===== src/rtl/risk_report_tx.sv =====
// risk_report_tx: classifies incoming risk samples into low/mid/high bands,
// drives a hysteretic confirmed alarm, and serialises each accepted sample
// as an 8N1 UART frame (start 0, 8 data bits LSB first, stop 1).
//
// Handshake: risk_valid is a single-cycle strobe with no back-pressure.
// A strobe seen while busy=0 starts a frame. A strobe seen while busy=1
// cannot be sent; it sets the sticky overrun flag instead. Every strobe,
// sent or dropped, still updates level and the alarm counter.
module risk_report_tx #(
  parameter int CLKS_PER_BIT = 16,
  parameter int HI_THRESH    = 70,
  parameter int LO_THRESH    = 40,
  parameter int CONFIRM      = 4
) (
  input  logic       clk,
  input  logic       rst_n,
  input  logic [7:0] risk,
  input  logic       risk_valid,
  output logic       tx,
  output logic       busy,
  output logic       alarm,
  output logic [1:0] level,
  output logic       overrun
);

  typedef enum logic [1:0] {IDLE, START, DATA, STOP} state_t;

  state_t      state, state_next;
  logic [7:0]  timer, timer_next;
  logic [2:0]  bit_idx, bit_idx_next;
  logic [7:0]  shreg, shreg_next;
  logic        tx_next, busy_next;
  logic [3:0]  confirm_cnt;

  logic [7:0]  sample;
  logic        bit_end;
  logic        is_high, is_low;

  // Values above the nominal 0..100 range are treated as 100 everywhere.
  assign sample  = (risk > 8'd100) ? 8'd100 : risk;
  assign is_high = (sample >= 8'(HI_THRESH));
  assign is_low  = (sample <= 8'(LO_THRESH));
  assign bit_end = (timer == 8'(CLKS_PER_BIT - 1));

  // Frame state register plus registered line outputs.
  always_ff @(posedge clk or negedge rst_n) begin
    if (!rst_n) begin
      state   <= IDLE;
      timer   <= 8'd0;
      bit_idx <= 3'd0;
      shreg   <= 8'd0;
      tx      <= 1'b1;
      busy    <= 1'b0;
    end else begin
      state   <= state_next;
      timer   <= timer_next;
      bit_idx <= bit_idx_next;
      shreg   <= shreg_next;
      tx      <= tx_next;
      busy    <= busy_next;
    end
  end

  // Next-state logic; tx/busy are computed one edge early so they register
  // in step with the state they belong to.
  always_comb begin
    state_next   = state;
    timer_next   = timer;
    bit_idx_next = bit_idx;
    shreg_next   = shreg;
    tx_next      = tx;
    busy_next    = busy;
    case (state)
      IDLE: begin
        tx_next   = 1'b1;
        busy_next = 1'b0;
        if (risk_valid) begin
          state_next   = START;
          timer_next   = 8'd0;
          bit_idx_next = 3'd0;
          shreg_next   = sample;
          tx_next      = 1'b0;
          busy_next    = 1'b1;
        end
      end
      START: begin
        if (bit_end) begin
          state_next = DATA;
          timer_next = 8'd0;
          tx_next    = shreg[0];
        end else begin
          timer_next = timer + 8'd1;
        end
      end
      DATA: begin
        if (bit_end) begin
          timer_next = 8'd0;
          if (bit_idx == 3'd7) begin
            state_next = STOP;
            tx_next    = 1'b1;
          end else begin
            bit_idx_next = bit_idx + 3'd1;
            shreg_next   = shreg >> 1;
            tx_next      = shreg[1];
          end
        end else begin
          timer_next = timer + 8'd1;
        end
      end
      STOP: begin
        if (bit_end) begin
          state_next = IDLE;
          timer_next = 8'd0;
          busy_next  = 1'b0;
        end else begin
          timer_next = timer + 8'd1;
        end
      end
      default: begin
        state_next = IDLE;
        tx_next    = 1'b1;
        busy_next  = 1'b0;
      end
    endcase
  end

  // Band classification and confirmed-alarm hysteresis on every strobe.
  always_ff @(posedge clk or negedge rst_n) begin
    if (!rst_n) begin
      level       <= 2'd0;
      alarm       <= 1'b0;
      confirm_cnt <= 4'd0;
    end else if (risk_valid) begin
      level <= is_high ? 2'd2 : (is_low ? 2'd0 : 2'd1);
      if ((!alarm && is_high) || (alarm && is_low)) begin
        if (confirm_cnt >= 4'(CONFIRM - 1)) begin
          alarm       <= ~alarm;
          confirm_cnt <= 4'd0;
        end else begin
          confirm_cnt <= confirm_cnt + 4'd1;
        end
      end else begin
        confirm_cnt <= 4'd0;
      end
    end
  end

  // Sticky overrun: a sample arrived while a frame was still on the line.
  always_ff @(posedge clk or negedge rst_n) begin
    if (!rst_n) begin
      overrun <= 1'b0;
    end else if (risk_valid && busy) begin
      overrun <= 1'b1;
    end
  end

endmodule


===== config.mk =====
export PLATFORM = sky130hd
export DESIGN_NAME = risk_report_tx
export DESIGN_NICKNAME = d
export VERILOG_FILES = /design/src/rtl/risk_report_tx.sv
export SDC_FILE = /design/constraint.sdc
export NUM_CORES = 1
export LEC_CHECK = 0
export BUFFER_PORTS_ARGS = -buffer_cell sky130_fd_sc_hd__buf_4
export CAP_MARGIN = 30
export CORE_MARGIN = 3
export CORE_UTILIZATION = 45
export CTS_BUF_LIST = sky130_fd_sc_hd__clkbuf_4 sky130_fd_sc_hd__clkbuf_8
export DETAILED_ROUTE_END_ITERATION = 6
export SLEW_MARGIN = 20
export SYNTH_ARGS = -nofsm -noshare
export SYNTH_HDL_FRONTEND = slang
export SYNTH_SLANG_ARGS = --single-unit
export TNS_END_PERCENT = 30

===== constraint.sdc =====
create_clock -name clk -period 3.4 [get_ports clk]
set_clock_uncertainty 0.1 [all_clocks]
set_input_delay 0.51 -clock clk [delete_from_list [all_inputs] [get_ports clk]]
set_output_delay 0.51 -clock clk [all_outputs]
set_load 0.05 [all_outputs]

==> flow_metrics.env, run 1 <==
export IMPL_status="complete, no violations"
export IMPL_tns_ps=0
export IMPL_cellInternalPower_uw=1038
export IMPL_async_flop_share=1.000
export IMPL_wl_per_cell_um=14.85
export IMPL_cts_buffers=5
export IMPL_syn_nets=185
export IMPL_drt_pass1_iterations=4
export IMPL_first_iter_violations=89
export IMPL_hpwlAfterDp_um=2442
export IMPL_setup_worst_path_start_class="register"
export IMPL_area_delta_synth_final_pct=13.49
export IMPL_timing_fmax_ghz=0.4084
export IMPL_grt_use_total=0.1759
export IMPL_num_rows=21
export IMPL_finalSetupViolCount=0
export IMPL_synth_edf_count=0
export IMPL_synth_area_top_cells="dfrtp_1 (43%), mux2_4 (6.0%), ha_1 (5.7%)"
export IMPL_startpoint="state[0]"
export IMPL_postCtsHoldBufs=0
export IMPL_cp_slowest_cell="a21o_1"
export IMPL_vias=1321
export IMPL_clockPowerShare=0.189
export IMPL_n_antenna_cell=0
export IMPL_start_util=0.4954
export IMPL_antenna_found_initial=0
export IMPL_die_w_um=68.26
export IMPL_boundaryPins=17
export IMPL_final_area_um2=1979
export IMPL_p_seq_frac=0.344
export IMPL_synth_area_per_cell_um2=10.51
export IMPL_ys_seq_area_frac=0.4455
export IMPL_drive_above_1_share=0.2404
export IMPL_nets=201
export IMPL_die_area_um2=4659
export IMPL_ys_ff_latch=31
export IMPL_critical_path_max_stage_delay_ps=440
export IMPL_comb_power_share=0.466
export IMPL_maxSlewHeadroom=0.5538
export IMPL_totalWireLength_um=3401
export IMPL_finalCritPeriodShare=0.7201
export IMPL_clock_sinks=31
export IMPL_grt_max_degree=32
export IMPL_path_buf_inv=1
export IMPL_root_buffer="clkbuf_8"
export IMPL_required_ps=3460
export IMPL_avgViaCountPerCell=5.769
export IMPL_path_clk_slew_ps=60
export IMPL_maxSlewViolCount=0
export IMPL_cp_arrival_ps=2510
export IMPL_placed_cell_area_um2=1876
export IMPL_crit_path_end_kind="register"
export IMPL_worst_pin_slew_ps=669.3
export IMPL_cts_tree="yes"
export IMPL_holdWs_ps=54.60
export IMPL_cp_cell_sequence="inv_1 -> ha_1 -> nand2b_1 -> o21ai_0 -> a21o_1 -> mux2_4"
export IMPL_synth_top_area_frac=0.4304
export IMPL_grt_pass1_vias=1307
export IMPL_post_place_cells=221
export IMPL_stdcell_count=229
export IMPL_crit_fanout=14
export IMPL_pre_cts_slack_ps=995.1
export IMPL_yosysTopAreaCell="dfrtp_1"
export IMPL_grt_ovfl_total=0
export IMPL_fin_ws_ps=951.5
export IMPL_syn_inst=166
export IMPL_drt_antenna_violating_nets=0
export IMPL_p_leak_uw=0.0009237
export IMPL_place_gp_congestion=0.7894
export IMPL_clk_path_buf_depth=2
export IMPL_cts_setup_buffers=0
export IMPL_ir_drop_uv=515.7
export IMPL_hp_class="in -> async"
export IMPL_rsz0062_at_grt="false"
export IMPL_path_class="reg -> reg"
export IMPL_synthesis_area_um2=1744
export IMPL_yosysUniqueCellTypes=44
export IMPL_yosysWarnings=0
export IMPL_synth_ff_type="dfrtp_1"
export IMPL_hold_viol=0
export IMPL_grt_pass1_wl_um=6072
export IMPL_r2r_start="state[0]"
export IMPL_htree_levels=2
export IMPL_post_route_min_period_ps=2448
export IMPL_power_switching_uw=651.4
export IMPL_critPathTopFamily="compound AO/OA/AOI/OAI gates"
export IMPL_clkLatencyLatePin_ps=270
export IMPL_port_buffers=16
export IMPL_design_core_area_um2=3521
export IMPL_drc=0
export IMPL_drv_cap=0
export IMPL_powerDensity_nw_per_um2=853.4
export IMPL_switching_share=0.3856
export IMPL_die_h_um=68.26
export IMPL_ctsResizeCount=0
cell type report:
| type | instances | area (um^2) |
|---|---|---|
| Sequential cell | 31 | 777.0 |
| Multi-Input combinational cell | 122 | 898.4 |
| Clock buffer | 8 | 103.9 |
| Inverter | 6 | 22.52 |
| Timing Repair Buffer | 16 | 120.1 |
| Tap cell | 46 | 57.56 |
| Fill cell | 324 | 1541 |
synthesized netlist by cell type (all sizes together) (5+ instances only):
| library cell | count |
|---|---|
| dfrtp | 30 |
| o21ai | 16 |
| mux2 | 9 |
| inv | 6 |
| nor2 | 8 |
| a21o | 5 |
| nand3 | 6 |
| nor3 | 7 |
| nand2 | 10 |
| ha | 8 |
| a31oi | 5 |
flip-flops by register name (all words and copies together), names as in the netlist:
signal / count
state: 2
busy: 1
overrun: 1
tx: 1
confirm_cnt: 4
alarm: 1
level: 2
timer: 8
shreg: 8
bit_idx: 3
per-layer routing:
metal | global-route usage | routed length [um] | vias to the layer above
li1 | - | - | 646
met1 | 0.2495 | 1751 | 651
met2 | 0.2599 | 1519 | 22
met3 | 0.03941 | 109 | 2
met4 | 0.06700 | 21 | 0
met5 | 0 | 0 | -
cells in the final DEF, fill, tap and decap left out, types with 2 or more instances in the layout:
cell	instances
a21o_1	4
a21oi_1	4
a22o_1	3
a31o_2	2
a31oi_1	5
a32o_1	2
a41oi_1	2
and2_2	3
and3_1	2
buf_4	16
clkbuf_8	7
dfrtp_1	30
ha_1	8
inv_1	6
mux2_2	2
mux2_4	7
mux2i_1	3
nand2_1	10
nand2b_1	3
nand3_1	6
nor2_1	8
nor2b_1	4
nor3_1	6
o21ai_0	16
o22ai_1	2
o2bb2ai_1	2
o31ai_1	2
or3_1	2
worst paths after layout:
path	cells after the start	slack, ps	end
max in group asynchronous	1	2820	tx
min	1	50	shreg[2]
min reg2reg	1	370	overrun
max reg2reg	6	950	shreg[4]
min in group clk	1	370	overrun
max	6	950	shreg[4]
worst reg2reg max path, delay by kind of cell, from the launching register on:
family                   cells  cell delay (ps)
multiplexers                 1              350
flip-flops                   1              400
AO/OA/AOI/OAI                2              610
adder cells (fa/ha/maj)      1              430
buffers and inverters        1              110
AND/OR/NAND/NOR              1              350
power groups by stage:
stage	registers [uW]	clock network (uW)	logic, uW
floorplan	633	0	593
global placement	581	0	768
detailed placement	587	0	784
CTS	581	332	788
global route	599	351	875
finish	582	319	788
logic make-up (layout without fill, tap and decap cells):
| logic type | count (synthesis) | in the layout | synth area share |
|---|---|---|---|
| compound gates | 50 | 50 | 0.1951 |
| fa+ha+maj | 8 | 8 | 0.05739 |
| buf+inv | 13 | 30 | 0.03945 |
| flops | 31 | 31 | 0.4455 |
| mux | 12 | 12 | 0.09039 |
| simple gates | 52 | 52 | 0.1722 |
per-stage QoR:
step                      total power (uW)    util
after floorplan                       1226       -
final                                 1689  0.5622
after detailed placement              1371  0.5327
after CTS                             1702  0.5622
after global routing                  1825  0.5622
after global placement                1349  0.5327
(Power assumes the default switching activity.)
==> inputs of run 2 (changes only) <==
Settings changed: PLACE_DENSITY from default to 0.66.
Clock period 3.4 ns to 2.1 ns, I/O delays scaled along.
==> run 2 against run 1 <==
- clock power rose by 45%
- via count fell by 1.2%
- register-to-register slack got worse by 780 ps
- non-clock buffer count rose by 5
- global-route usage fell by 0.051 points
- critical path depth fell by 1
- cell area rose by 1.3%
==> flow_metrics.env, run 2 (synthesis results as in run 1) <==
export IMPL_multi_input_area_um2=899.6
export IMPL_antenna_found_initial=0
export IMPL_clock_sinks=31
export IMPL_start_util=0.4954
export IMPL_area_delta_synth_final_pct=14.99
export IMPL_wl_per_cell_um=14.58
export IMPL_num_rows=21
export IMPL_totalWireLength_um=3411
export IMPL_hold_viol=0
export IMPL_rsz0062_at_grt="false"
export IMPL_grt_max_degree=32
export IMPL_required_ps=2170
export IMPL_p_leak_uw=0.0009412
export IMPL_powerDensity_nw_per_um2=1357
export IMPL_path_class="reg -> reg"
export IMPL_drt_pass1_iterations=4
export IMPL_hpwlAfterDp_um=2562
export IMPL_place_gp_congestion=0.8286
export IMPL_final_cell_mix="dfrtp_1 (30), buf_4 (20), o21ai_0 (16)"
export IMPL_clkLatencyLatePin_ps=280
export IMPL_avgViaCountPerCell=5.577
export IMPL_hp_class="in -> reg"
export IMPL_power_uw=2721
export IMPL_die_area_um2=4659
export IMPL_grt_use_total=0.1754
export IMPL_post_route_min_period_ps=1933
export IMPL_crit_path_end_kind="register"
export IMPL_cts_tree="yes"
export IMPL_grt_pass1_vias=1296
export IMPL_crit_fanout=10
export IMPL_hold_path_depth=2
export IMPL_status="complete, no violations"
export IMPL_drive_above_1_share=0.2606
export IMPL_top_regs="shreg (8), timer (8), confirm_cnt (4)"
export IMPL_htree_levels=2
export IMPL_grt_pass1_wl_um=5996
export IMPL_fill_cells=333
export IMPL_drt_antenna_violating_nets=0
export IMPL_die_w_um=68.26
export IMPL_cts_setup_buffers=0
export IMPL_ir_drop_uv=815.6
export IMPL_drc=0
export IMPL_cp_arrival_ps=2000
export IMPL_worst_pin_slew_ps=385.3
export IMPL_path_clk_slew_ps=60
export IMPL_finalCritPeriodShare=0.9206
export IMPL_timing_fmax_ghz=0.5172
export IMPL_reg2regPathDepth=5
export IMPL_n_antenna_cell=0
export IMPL_maxSlewViolCount=0
export IMPL_layout_commonest_cell="dfrtp_1"
export IMPL_tns_ps=0
export IMPL_cts_buffers=5
export IMPL_design_core_area_um2=3521
export IMPL_boundaryPins=17
export IMPL_finalSetupViolCount=0
export IMPL_setup_worst_path_start_class="register"
export IMPL_stdcell_count=234
export IMPL_vias=1305
export IMPL_seq_area_um2=777.0
export IMPL_post_place_cells=225
export IMPL_root_buffer="clkbuf_8"
export IMPL_maxSlewHeadroom=0.7431
export IMPL_nets=206
export IMPL_port_buffers=16
export IMPL_die_h_um=68.26
export IMPL_grt_ovfl_total=0
export IMPL_drv_cap=0
export IMPL_clk_path_buf_depth=2
export IMPL_first_iter_violations=101
-- run 2: cell types whose count changed in the layout (fill, tap and decap cells not counted), sizes merged --
| cell | change |
|---|---|
| clkinv | +1 |
| buf | +4 |
| clkbuf | -1 |
| dlygate4sd3 | +1 |
-- run 2: worst max-delay path: stages (launching register included) --
cell and delay, ps:
dfrtp_1 420, ha_1 220, ha_1 230, nand3b_4 180, a21o_2 340, mux2_4 330
-- run 2: repair_timing --
item,CTS,global route
hold buffers,1,0
setup endpoints to repair,0,7
hold endpoints to repair,30,0
resized for setup,0,1
-- run 2: layout make-up --
class	instances	area share
clock inverter	1	0.002495
clock buffer	7	0.04180
timing repair buffer	21	0.07985
sequential	31	0.3874
multi-input combinational	122	0.4485
tap	46	0.02870
inverter	6	0.01123
-- run 2: final timing paths --
path,start,endpoint,slack (ps)
worst min-delay path,risk_valid,confirm_cnt[2],220
min in group asynchronous,rst_n,shreg[3],400
worst max-delay path,bit_idx[0],shreg[5],170
max in group asynchronous,rst_n,tx,1180
worst min register to register,overrun,overrun,370
worst max register to register,bit_idx[0],shreg[5],170
-- run 2: stage by stage --
step	setup slack, ps	util	instance area [um^2]	hold WS [ps]
after floorplan	299.2	-	1744	-80.59
after global placement	119.4	0.5412	1906	163.1
after detailed placement	64.61	0.5412	1906	166.1
after CTS	43.67	0.5693	2004	207.2
after global routing	89.76	0.5697	2006	227.1
final	166.6	0.5697	2006	219.1
-- run 2: power breakdown --
| part | switching, uW | internal, uW |
|---|---|---|
| Sequential | 160 | 786 |
| Clock | 205 | 258 |
| Combinational | 687 | 626 |
| Total | 1050 | 1670 |
-- run 2: layer usage --
layer	vias up	wire (um)	track usage
li1	649	-	-
met1	629	1672	0.2327
met2	22	1561	0.2635
met3	5	115	0.05419
met4	0	61	0.07444
met5	-	0	0
==> inputs of run 3 (changes only) <==
Settings changed: BUFFER_PORTS_ARGS -buffer_cell sky130_fd_sc_hd__buf_4 to default, DONT_BUFFER_PORTS from default to 1, PLACE_DENSITY 0.66 to default.
Clock period 2.1 ns to 2.28 ns, I/O delays scaled along.
==> run 3 against run 2 <==
- global-route usage is 0.22 points higher
- worst setup slack better by 51 ps
- die area stayed put
- via count is 2.4% lower
- flip-flop and latch count stayed put
- largest cell class unchanged
==> flow_metrics.env, run 3 (synthesis results as in run 1) <==
export IMPL_status="complete, no violations"
export IMPL_finalCritPeriodShare=0.9044
export IMPL_critPathTopFamily="compound AO/OA/AOI/OAI gates"
export IMPL_rsz0062_at_grt="false"
export IMPL_hold_viol=0
export IMPL_design_core_area_um2=3521
export IMPL_powerDensity_nw_per_um2=1303
export IMPL_cp_slowest_cell="a21o_1"
export IMPL_fin_ws_ps=217.9
export IMPL_die_h_um=68.26
export IMPL_final_area_um2=1919
export IMPL_path_clk_slew_ps=60
export IMPL_finalSetupViolCount=0
export IMPL_maxSlewHeadroom=0.6308
export IMPL_clk_path_buf_depth=2
export IMPL_critical_path_max_stage_delay_ps=450
export IMPL_hp_class="in -> reg"
export IMPL_n_antenna_cell=0
export IMPL_required_ps=2350
export IMPL_drt_antenna_violating_nets=0
export IMPL_drt_pass1_iterations=4
export IMPL_post_route_min_period_ps=2062
export IMPL_crit_fanout=10
export IMPL_cp_arrival_ps=2130
export IMPL_p_leak_uw=0.0008807
export IMPL_totalWireLength_um=3491
export IMPL_path_class="reg -> reg"
export IMPL_crit_path_end_kind="register"
export IMPL_placed_cell_area_um2=1785
export IMPL_cts_buffers=5
export IMPL_port_buffers=0
export IMPL_hpwlAfterDp_um=2443
export IMPL_setup_worst_path_start_class="register"
export IMPL_die_w_um=68.26
export IMPL_final_cell_mix="dfrtp_1 (30), o21ai_0 (16), nand2_1 (10)"
export IMPL_cp_cell_sequence="ha_1 -> and4b_2 -> nand3b_4 -> a21o_1 -> mux2_4"
export IMPL_pre_cts_slack_ps=242.7
export IMPL_drc=0
export IMPL_worst_pin_slew_ps=553.8
export IMPL_timing_fmax_ghz=0.4849
export IMPL_ir_drop_uv=704.3
export IMPL_grt_use_total=0.1776
export IMPL_die_area_um2=4659
export IMPL_fill_cells=320
export IMPL_tns_ps=0
export IMPL_first_iter_violations=60
export IMPL_layout_commonest_cell="dfrtp_1"
export IMPL_cts_tree="yes"
export IMPL_maxSlewViolCount=0
export IMPL_place_gp_congestion=0.7937
export IMPL_grt_max_degree=32
export IMPL_path_buf_inv=0
export IMPL_drv_cap=0
export IMPL_area_delta_synth_final_pct=10.04
export IMPL_root_buffer="clkbuf_8"
export IMPL_grt_ovfl_total=0
export IMPL_seq_area_um2=777.0
export IMPL_clock_sinks=31
export IMPL_antenna_found_initial=0
export IMPL_grt_pass1_wl_um=6023
export IMPL_post_place_cells=209
export IMPL_start_util=0.4954
export IMPL_grt_pass1_vias=1271
export IMPL_stdcell_count=219
export IMPL_wl_per_cell_um=15.94
export IMPL_cts_setup_buffers=0
export IMPL_boundaryPins=17
export IMPL_avgViaCountPerCell=5.817
export IMPL_drive_above_1_share=0.1908
export IMPL_post_route_util=0.5451
export IMPL_clkLatencyLatePin_ps=290
export IMPL_num_rows=21
export IMPL_nets=191
export IMPL_vias=1274
export IMPL_multi_input_area_um2=898.4
export IMPL_htree_levels=2
export IMPL_top_regs="shreg (8), timer (8), confirm_cnt (4)"
-- run 3: where the power goes --
group / internal [uW] / total, uW / switching (uW) / leakage, uW
clock network: 287 / 486 / 199 / 0.0000549
logic: 528 / 1030 / 507 / 0.000435
registers: 723 / 981 / 257 / 0.000391
total: 1540 / 2500 / 963 / 0.000881
-- run 3: final cells by class --
type | instances | share of cell area
clock buffer | 8 | 0.05411
inverter | 6 | 0.01173
multi-input combinational | 122 | 0.4681
sequential | 31 | 0.4048
tap | 46 | 0.02999
timing repair buffer | 6 | 0.03129
-- run 3: per-layer routing --
metal | GRT usage | part of all wire
met1 | 0.2316 | 0.48
met2 | 0.2684 | 0.46
met3 | 0.06897 | 0.046
met4 | 0.05955 | 0.014
met5 | 0 | 0
-- run 3: path summary, 6_finish.rpt --
path                       startpoint        endpoint  slack [ps]  cells after the start
min in group asynchronous       rst_n        shreg[3]         390                      2
hold / removal             risk_valid  confirm_cnt[2]          10                      1
setup / recovery             timer[0]        shreg[6]         220                      5
max in group asynchronous       rst_n              tx        1430                      2
setup reg to reg             timer[0]        shreg[6]         220                      5
hold reg to reg            bit_idx[1]      bit_idx[1]         400                      1
-- run 3: stage by stage --
stage	power, uW	hold slack, ps
global placement	1972	-52.84
finish	2501	14.47
CTS	2516	10.38
floorplan	1828	-53.59
detailed placement	2001	-52.87
global route	2685	9.640
-- run 3: timing repair --
| action | 4_1_cts | 5_1_grt |
|---|---|---|
| hold buffers | 2 | 0 |
| gates resized for setup | 0 | 0 |
| setup endpoints to repair | 0 | 0 |
| hold endpoints to repair | 31 | 0 |
-- run 3: worst reg2reg max path, cell delays in order, from the launching register on --
cell and delay (ps):
dfrtp_1 410, ha_1 240, and4b_2 300, nand3b_4 110, a21o_1 450, mux2_4 340
